`src/rtl/uart.sv`:
```
// Loopback UART: TX FIFO -> transmitter -> internal serial line -> receiver -> RX FIFO.
// Baud tick is DVSR clocks; every start/data bit spans 16 ticks, the stop bit SB_TICK ticks.

module uart_fifo #(
    parameter int W  = 8,
    parameter int AW = 4
) (
    input  logic         clk,
    input  logic         reset,
    input  logic         wr,
    input  logic [W-1:0] w_data,
    input  logic         rd,
    output logic [W-1:0] r_data,
    output logic         full,
    output logic         empty
);
    logic [W-1:0]  mem [2**AW];
    logic [AW-1:0] w_ptr, r_ptr, w_ptr_succ, r_ptr_succ;
    logic          wr_ok, rd_ok;

    assign wr_ok      = wr & ~full;
    assign rd_ok      = rd & ~empty;
    assign w_ptr_succ = w_ptr + AW'(1);
    assign r_ptr_succ = r_ptr + AW'(1);
    assign r_data     = mem[r_ptr];

    // NOTE: storage is deliberately not reset; the pointers and flags define validity.
    always_ff @(posedge clk) begin
        if (wr_ok) mem[w_ptr] <= w_data;
    end

    always_ff @(posedge clk) begin
        if (reset) begin
            w_ptr <= '0;
            r_ptr <= '0;
            full  <= 1'b0;
            empty <= 1'b1;
        end else begin
            case ({wr_ok, rd_ok})
                2'b01: begin
                    r_ptr <= r_ptr_succ;
                    full  <= 1'b0;
                    empty <= (r_ptr_succ == w_ptr);
                end
                2'b10: begin
                    w_ptr <= w_ptr_succ;
                    empty <= 1'b0;
                    full  <= (w_ptr_succ == r_ptr);
                end
                2'b11: begin
                    w_ptr <= w_ptr_succ;
                    r_ptr <= r_ptr_succ;
                end
                default: ;
            endcase
        end
    end
endmodule

module uart #(
    parameter int NBITS   = 8,
    parameter int SB_TICK = 16,
    parameter int DVSR    = 54,
    parameter int FIFO_W  = 4
) (
    input  logic             clk,
    input  logic             reset,
    input  logic             twr_en,
    input  logic [NBITS-1:0] twr_data,
    input  logic             rrd_en,
    output logic [NBITS-1:0] rrd_data,
    output logic             tx_full,
    output logic             rx_full,
    output logic             rx_empty
);
    localparam int DW = (DVSR > 2) ? $clog2(DVSR) : 1;
    localparam int SW = (SB_TICK > 16) ? $clog2(SB_TICK) : 4;
    localparam int NW = (NBITS > 2) ? $clog2(NBITS) : 1;

    typedef enum logic [1:0] {IDLE, START, DATA, STOP} state_t;

    // Baud generator
    logic [DW-1:0] baud_cnt;
    logic          tick;

    assign tick = (baud_cnt == DW'(DVSR - 1));

    // NOTE: clocked state uses non-blocking assignments so every flop samples pre-edge values.
    always_ff @(posedge clk) begin
        if (reset || tick) baud_cnt <= '0;
        else               baud_cnt <= baud_cnt + DW'(1);
    end

    // Transmitter
    state_t           tx_state, tx_state_next;
    logic [SW-1:0]    tx_s, tx_s_next;
    logic [NW-1:0]    tx_n, tx_n_next;
    logic [NBITS-1:0] tx_b, tx_b_next, tx_head;
    logic             tx_line, tx_line_next, tx_pop, tx_empty;

    uart_fifo #(.W(NBITS), .AW(FIFO_W)) tx_fifo (
        .clk    (clk),
        .reset  (reset),
        .wr     (twr_en),
        .w_data (twr_data),
        .rd     (tx_pop),
        .r_data (tx_head),
        .full   (tx_full),
        .empty  (tx_empty)
    );

    always_ff @(posedge clk) begin
        if (reset) begin
            tx_state <= IDLE;
            tx_s     <= '0;
            tx_n     <= '0;
            tx_b     <= '0;
            tx_line  <= 1'b1;
        end else begin
            tx_state <= tx_state_next;
            tx_s     <= tx_s_next;
            tx_n     <= tx_n_next;
            tx_b     <= tx_b_next;
            tx_line  <= tx_line_next;
        end
    end

    // NOTE: every output of this block gets a default first, so no path can infer a latch.
    always_comb begin
        tx_state_next = tx_state;
        tx_s_next     = tx_s;
        tx_n_next     = tx_n;
        tx_b_next     = tx_b;
        tx_line_next  = tx_line;
        tx_pop        = 1'b0;
        case (tx_state)
            IDLE: begin
                tx_line_next = 1'b1;
                if (!tx_empty) begin
                    tx_pop        = 1'b1;
                    tx_b_next     = tx_head;
                    tx_s_next     = '0;
                    tx_state_next = START;
                end
            end
            START: begin
                tx_line_next = 1'b0;
                if (tick) begin
                    if (tx_s == SW'(15)) begin
                        tx_s_next     = '0;
                        tx_n_next     = '0;
                        tx_state_next = DATA;
                    end else begin
                        tx_s_next = tx_s + SW'(1);
                    end
                end
            end
            DATA: begin
                tx_line_next = tx_b[0];
                if (tick) begin
                    if (tx_s == SW'(15)) begin
                        tx_s_next = '0;
                        tx_b_next = tx_b >> 1;
                        if (tx_n == NW'(NBITS - 1)) tx_state_next = STOP;
                        else                        tx_n_next     = tx_n + NW'(1);
                    end else begin
                        tx_s_next = tx_s + SW'(1);
                    end
                end
            end
            STOP: begin
                tx_line_next = 1'b1;
                if (tick) begin
                    if (tx_s == SW'(SB_TICK - 1)) tx_state_next = IDLE;
                    else                          tx_s_next     = tx_s + SW'(1);
                end
            end
            default: tx_state_next = IDLE;
        endcase
    end

    // Receiver, fed directly from the transmitter's line register
    state_t           rx_state, rx_state_next;
    logic [SW-1:0]    rx_s, rx_s_next;
    logic [NW-1:0]    rx_n, rx_n_next;
    logic [NBITS-1:0] rx_b, rx_b_next;
    logic             rx_done;

    uart_fifo #(.W(NBITS), .AW(FIFO_W)) rx_fifo (
        .clk    (clk),
        .reset  (reset),
        .wr     (rx_done),
        .w_data (rx_b),
        .rd     (rrd_en),
        .r_data (rrd_data),
        .full   (rx_full),
        .empty  (rx_empty)
    );

    always_ff @(posedge clk) begin
        if (reset) begin
            rx_state <= IDLE;
            rx_s     <= '0;
            rx_n     <= '0;
            rx_b     <= '0;
        end else begin
            rx_state <= rx_state_next;
            rx_s     <= rx_s_next;
            rx_n     <= rx_n_next;
            rx_b     <= rx_b_next;
        end
    end

    always_comb begin
        rx_state_next = rx_state;
        rx_s_next     = rx_s;
        rx_n_next     = rx_n;
        rx_b_next     = rx_b;
        rx_done       = 1'b0;
        case (rx_state)
            IDLE: begin
                if (!tx_line) begin
                    rx_s_next     = '0;
                    rx_state_next = START;
                end
            end
            START: begin
                // Half a bit in: a glitch that is already high again is not a start bit
                if (tick) begin
                    if (rx_s == SW'(7)) begin
                        rx_s_next     = '0;
                        rx_n_next     = '0;
                        rx_state_next = tx_line ? IDLE : DATA;
                    end else begin
                        rx_s_next = rx_s + SW'(1);
                    end
                end
            end
            DATA: begin
                if (tick) begin
                    if (rx_s == SW'(15)) begin
                        rx_s_next = '0;
                        rx_b_next = {tx_line, rx_b[NBITS-1:1]};
                        if (rx_n == NW'(NBITS - 1)) rx_state_next = STOP;
                        else                        rx_n_next     = rx_n + NW'(1);
                    end else begin
                        rx_s_next = rx_s + SW'(1);
                    end
                end
            end
            STOP: begin
                if (tick) begin
                    if (rx_s == SW'(SB_TICK - 1)) begin
                        rx_done       = 1'b1;
                        rx_state_next = IDLE;
                    end else begin
                        rx_s_next = rx_s + SW'(1);
                    end
                end
            end
            default: rx_state_next = IDLE;
        endcase
    end
endmodule

```
`config.mk`:
```
export PLATFORM = sky130hd
export DESIGN_NAME = uart
export DESIGN_NICKNAME = d
export VERILOG_FILES = /design/src/rtl/uart.sv
export SDC_FILE = /design/constraint.sdc
export NUM_CORES = 1
export LEC_CHECK = 0
export CORE_MARGIN = 4
export CORE_UTILIZATION = 55
export DETAILED_ROUTE_END_ITERATION = 16
export PLACE_DENSITY_LB_ADDON = 0.08
export SLEW_MARGIN = 20
export SYNTH_ARGS = -nofsm -noshare
export SYNTH_HDL_FRONTEND = slang
export SYNTH_HIERARCHICAL = 1
export SYNTH_SLANG_ARGS = --single-unit
```
`constraint.sdc`:
```
create_clock -name clk -period 4.4 [get_ports clk]
set_input_delay 0.88 -clock clk [delete_from_list [all_inputs] [get_ports clk]]
set_output_delay 0.88 -clock clk [all_outputs]
set_load 0.02 [all_outputs]
```
==> metrics, run 1 <==
RSZ-0062 raised after global routing=false; final wirelength=26,100 um; drt first-iter violations=546; largest net degree at the start of global routing=40; total power=0.00660 W; ys async rst share=0%; core footprint=0.0243 sq mm; leak pwr=4.94 nW; most frequent cell after synthesis=edfxtp_1; GPL Wtd Cong=0.869; Gate Count Post-Synth=841; worst skew pair latency=0.50 ns; DRC viols=0; Rows=57; Starting Density=55.8%; CTS clk-pin slew, worst paths=0.06 ns; Clock Tree Root=clkbuf_16; worst r2r src=baud_cnt[0]; crit-path leading delay family=buffers and inverters; CTS tree=yes; CP Cell Sequence=buf_4 > mux4_1 > a22oi_1 > nand2_1 > clkdlybuf4s50_1; CP peak stage delay=0.61 ns; Post-Place Worst Slack=1.03 ns; power density over the cells=438 mW/mm^2; Reg2Reg Setup Slack=1.15 ns; slew margin rel.=31.9%; Arrival @ worst endpoint=3.00 ns; instance area at placement=0.0140 sq mm; CTS H-Tree Depth=2; drt first pass iters=4; ranking of synthesized cells by area=edfxtp_1 57%, dfxtp_1 10%, mux4_2 6.0%, mux4_1 5.4%, ha_1 2.3%; DR vias/cell=6.04; Via Count=7,304; Synthesized Nets=878; FILL cells=1,772; synth cell count leaders=256 x edfxtp_1, 69 x dfxtp_1, 54 x nor2_1; Wirelength per Cell=21.6 um; max cap viols=0; Final nets=903; number of buffers added for setup after CTS=0; Synth Warn #=6; # port buffers=22; post-synthesis cell type count=60; ys flop type=edfxtp_1; Peak Freq=258 MHz; Seq/Total Area, Yosys=66.8%; Slew Limit Fails=0; hold-fix buffer count after cts=0; hold path endpoint=rx_n[1]; Syn Std Cell Area=0.0136 sq mm; Layout area overhead=10.9%; Antenna diodes=0; hold slack=0.461 ns; ANT nets after route=0; Startpoint Class=flip-flop; worst slew pin tran=1.02 ns; Post-synth EDFFs=256; Final Hold Fails=0; Tcrit/Tclk final=88.1%; slowest stage cell, crit path=dfxtp_2; I/O pin cnt=23; layout cells sized above 1=12.1%; Yosys reg bits=325; post-route cell area=0.0151 sq mm; fin crit period=3.88 ns; post-synth top area cell=edfxtp_1; DIE AREA=0.0273 sq mm; Sum Neg Setup Slack=0 ns; Crit path required time=3.52 ns; post_cts resized=0; average size of a mapped cell=16.1 sq um; crit path capture type=output port; first-pass GRT wire length=41,400 um; DIE WIDTH=165 um; grt ovf=0; TritonCTS Buffers=35; Crit Path Max Fanout=15; Synth top area share=56.6%; WP buf/inv=2; number of global-route vias before repair=7,332; VDD IR max=0.000322 V; GRT Total Usage=19.9%; CTS Buffer Depth=3; initial antenna violation count=0; Hold Path Depth=2; final worst slack=0.525 ns; Hold Path Class=flip-flop to flip-flop; Final setup violation count=0; status=complete, no violations; clock sinks=325; height of the die=165 um; Reg2Reg Depth=8; Hold Path Origin=rx_n[1]; Critical R2R Capture=rx_fifo/mem[9][0]; hpwl dp=16,700 um; clock skew=0.0160 ns; Crit Path Category=flip-flop to output port
sequential cells by signal, indices dropped and copies added, names as in the netlist, named ones only:
register / count
baud_cnt: 6
rx_b: 8
rx_fifo/empty: 1
rx_fifo/full: 1
rx_fifo/mem: 128
rx_fifo/r_ptr: 4
rx_fifo/w_ptr: 4
rx_n: 3
rx_s: 4
rx_state: 1
tx_b: 8
tx_fifo/empty: 1
tx_fifo/full: 1
tx_fifo/mem: 128
tx_fifo/r_ptr: 4
tx_fifo/w_ptr: 4
tx_line: 1
tx_n: 3
tx_s: 4
tx_state: 2
layer usage:
metal  vias up  share of wire, %  wire length [um]  track usage [%]
li1       3376                 -                 -                -
met1      3699                43             11200             27.0
met2       183                51             13300             34.1
met3        46               4.1              1070             2.56
met4         0               2.3               614             6.12
met5         -                 0                 0                0
cells by family (layout without fill, tap and decap cells):
family                   after synthesis  count (layout)  share of synthesized area (%)
flip-flops                           325             325                           66.8
AND/OR/NAND/NOR                      218             218                           8.74
AO/OA/AOI/OAI                        106             106                           5.33
multiplexers                          80              80                           12.6
buffers and inverters                 59             104                           2.47
XOR/XNOR                              28              28                           1.81
adder cells (fa/ha/maj)               25              25                           2.30
area by class of cell:
type	count	area [sq um]	share of cell area, %
clock buffers	44	931	6.18
clock inverters	13	111	0.740
inverters	15	56.3	0.374
multi-input cells	457	4190	27.8
flip-flops and latches	325	9070	60.3
well taps	324	405	2.69
repair buffers	32	290	1.93
where the power goes:
group	internal, W	switching [W]
clock	0.00156	0.00109
sequential	0.00335	0.0000754
combinational	0.000237	0.000290
per-stage QoR:
| step | util [%] | instances |
|---|---|---|
| after global placement | 57.6 | 1153 |
| final | 61.9 | 1210 |
| after floorplan | - | 841 |
| after CTS | 61.9 | 1210 |
| after global routing | 61.9 | 1210 |
| after detailed placement | 57.6 | 1153 |
layout by cell type (no fill, tap or decap), types with 10 or more instances in the layout:
master and instances:
a21oi_1 24, a22oi_1 32, buf_4 10, clkbuf_16 36, clkdlybuf4s50_1 21, dfxtp_1 66, edfxtp_1 256, ha_1 25
inv_1 15, mux2i_1 15, mux4_1 28, mux4_2 36, nand2_1 44, nand2b_1 13, nand3_1 20, nor2_1 54
nor3_1 16, o21ai_0 11, xnor2_1 16, xor2_1 12
worst max-delay path by stage:
stage,startpoint,to,slack (ns),cells after the start
after floorplan,baud_cnt[0],rx_fifo/mem[0][0],1.69,9
after global placement,baud_cnt[0],rx_fifo/mem[2][7],1.07,8
after detailed placement,flip-flop,rrd_data[3],1.03,5
after CTS,flip-flop,rrd_data[3],0.50,5
after global routing,flip-flop,rrd_data[3],0.41,5
final,flip-flop,rrd_data[3],0.52,5
tightest hold or removal path: cells and delay by family, from the launching register on:
kind	cells	cell delay (ns)
AO/OA/AOI/OAI	1	0.05
AND/OR/NAND/NOR	1	0.05
flip-flops	1	0.31
No activity file was read; power rests on OpenSTA's default activity.
==> run 2: changes to the inputs <==
--- a/config.mk
+++ b/config.mk
@@ -5,8 +5,10 @@
 export SDC_FILE = /design/constraint.sdc
 export NUM_CORES = 1
 export LEC_CHECK = 0
+export CAP_MARGIN = 20
 export CORE_MARGIN = 4
 export CORE_UTILIZATION = 55
+export CTS_CLUSTER_SIZE = 40
 export DETAILED_ROUTE_END_ITERATION = 16
 export PLACE_DENSITY_LB_ADDON = 0.08
 export SLEW_MARGIN = 20
==> results of run 2 <==
Final layout, timing and power as in run 1 (identical DEF).
==> run 3: changes to the inputs <==
--- a/config.mk
+++ b/config.mk
@@ -8,7 +8,7 @@
 export CAP_MARGIN = 20
 export CORE_MARGIN = 4
 export CORE_UTILIZATION = 55
-export CTS_CLUSTER_SIZE = 40
+export CTS_CLUSTER_SIZE = 8
 export DETAILED_ROUTE_END_ITERATION = 16
 export PLACE_DENSITY_LB_ADDON = 0.08
 export SLEW_MARGIN = 20
==> run 3 against run 2 <==
Combinational power hardly changed. Sequential cell count stayed put. Final cell count is 0.66% higher. Fmax is 0.40% lower. Sequential share of layout area is 0.86 points lower. First-iteration DRC count is 6.4% higher. Routed wire length is 1.3% higher. Worst hold slack worse by 0.0015 ns. Register-to-register slack worse by 0.07 ns. Setup slack worse by 0.016 ns. Final area is 1.5% higher. Critical endpoint unchanged. Largest cell class unchanged. Largest power group unchanged. Highest routed layer unchanged.
==> metrics, run 3 (same netlist as run 1, synthesis figures left out) <==
I/O pin cnt=23 (unchanged); DR vias/cell=6.05 (+0.15%); Hold Path Class=flip-flop to flip-flop; hold slack=0.459 ns (-0.00150 ns); Layout area overhead=12.5%; hold path endpoint=rx_n[1]; slew margin rel.=32.1% (+0.18 points); instance area at placement=0.0140 sq mm (unchanged); clock skew=0.0117 ns (-0.00427 ns); crit path capture type=output port; ANT nets after route=0 (unchanged); Post-Place Worst Slack=1.03 ns (unchanged); slowest stage cell, crit path=dfxtp_2; most used routing layer=met2; WP buf/inv=2 (unchanged); Slew Limit Fails=0 (unchanged); layout cells sized above 1=12.3% (+0.23 points); Hold Path Depth=2 (unchanged); Crit Path Category=flip-flop to output port; Final setup violation count=0 (unchanged); GPL Wtd Cong=0.869 (unchanged); CTS clk-pin slew, worst paths=0.05 ns (about the same); CP Cell Sequence=buf_4 > mux4_1 > a22oi_1 > nand2_1 > clkdlybuf4s50_1; grt met2 use=34.6% (+0.52 points); Rows=57 (unchanged); grt ovf=0 (unchanged); first-pass GRT wire length=41,800 um (+0.90%); TritonCTS Buffers=46 (+31%); Via Count=7,363 (+0.81%); RSZ-0062 raised after global routing=false; post-route cell area=0.0153 sq mm (+1.5%); Clock Tree Root=clkbuf_16; Crit Path Max Fanout=15 (unchanged); Final Hold Fails=0 (unchanged); Antenna diodes=0 (unchanged); number of global-route vias before repair=7,439 (+1.5%); CTS Buffer Depth=3 (unchanged); Sum Neg Setup Slack=0 ns (unchanged); commonest cells after routing, fill and taps aside=256 x edfxtp_1, 66 x dfxtp_1, 54 x nor2_1; Final nets=915 (+1.3%); Hold Path Origin=rx_n[1]; Startpoint Class=flip-flop; CP peak stage delay=0.60 ns (about the same); Peak Freq=257 MHz (-0.40%); Top Registers=rx_fifo/mem x128, tx_fifo/mem x128; DRC viols=0 (unchanged); largest net degree at the start of global routing=40 (unchanged); Wirelength per Cell=21.7 um (+0.59%); GRT Total Usage=20.1% (+0.16 points); DIE AREA=0.0273 sq mm (unchanged); initial antenna violation count=0 (unchanged); crit-path leading delay family=buffers and inverters; total power=0.00703 W (+6.6%); drt first-iter violations=581 (+6.4%); final worst slack=0.509 ns (-0.0157 ns); VDD IR max=0.000279 V (-14%); Crit path required time=3.52 ns (about the same); height of the die=165 um (unchanged); DIE WIDTH=165 um (unchanged); core footprint=0.0243 sq mm (unchanged); Tcrit/Tclk final=88.4% (+0.36 points); # port buffers=22 (unchanged); status=complete, no violations; Reg2Reg Depth=8 (unchanged); hpwl dp=16,700 um (unchanged); CTS tree=yes; final wirelength=26,500 um (+1.3%); worst skew pair latency=0.53 ns (+0.03 ns); GR Util met3=3.15% (+0.60 points); post_cts resized=0 (unchanged); Starting Density=55.8% (unchanged); power density over the cells=460 mW/mm^2 (+5.1%); drt first pass iters=5 (+1); Reg2Reg Setup Slack=1.08 ns (-0.07 ns); number of buffers added for setup after CTS=0 (unchanged); Arrival @ worst endpoint=3.01 ns (about the same); leak pwr=5.04 nW (+2.1%); CTS H-Tree Depth=2 (unchanged); max cap viols=0 (unchanged); Critical R2R Capture=rx_fifo/mem[9][1]; fin crit period=3.89 ns (+0.0157 ns); commonest non-fill, non-tap cell in the layout=edfxtp_1; worst slew pin tran=1.01 ns (-0.00274 ns); clock sinks=325 (unchanged); hold-fix buffer count after cts=0 (unchanged); Global Route met1 Usage=26.7% (-0.25 points); worst r2r src=baud_cnt[0]
==> run 3: layout make-up <==
class	count	area, sq um
clock inverter	2	28.8
fill	1730	9040
tap	324	405
sequential	325	9070
inverter	15	56.3
clock buffer	62	1230
multi-input combinational	457	4190
timing repair buffer	33	295
==> run 3: worst min-delay path: stages, from the launching register on <==
cell and delay [ns]:
dfxtp_1 0.31, nand2_1 0.05, a21oi_1 0.05
==> run 3: worst max-delay path by stage <==
stage	start	to	slack, ns	depth (start not counted)
floorplan	baud_cnt[0]	rx_fifo/mem[0][0]	1.69	9
global placement	baud_cnt[0]	rx_fifo/mem[2][7]	1.07	8
detailed placement	flip-flop	rrd_data[3]	1.03	5
CTS	flip-flop	rrd_data[3]	0.44	5
global route	flip-flop	rrd_data[3]	0.36	5
finish	flip-flop	rrd_data[3]	0.51	5
==> run 3: layer usage <==
metal | up-vias | share of wire (%)
li1 | 3394 | -
met1 | 3756 | 43
met2 | 174 | 51
met3 | 39 | 4.3
met4 | 0 | 2.0
met5 | - | 0
==> run 3: report_power, final <==
| group | switching [W] | internal [W] |
|---|---|---|
| sequential | 0.0000760 | 0.00335 |
| combinational | 0.000290 | 0.000237 |
| clock | 0.00116 | 0.00192 |
| total | 0.00152 | 0.00551 |
==> run 3: stage by stage <==
stage | cells | utilization [%]
after global routing | 1218 | 62.8
after floorplan | 841 | -
after global placement | 1153 | 57.6
after detailed placement | 1153 | 57.6
after CTS | 1217 | 62.8
final | 1218 | 62.8
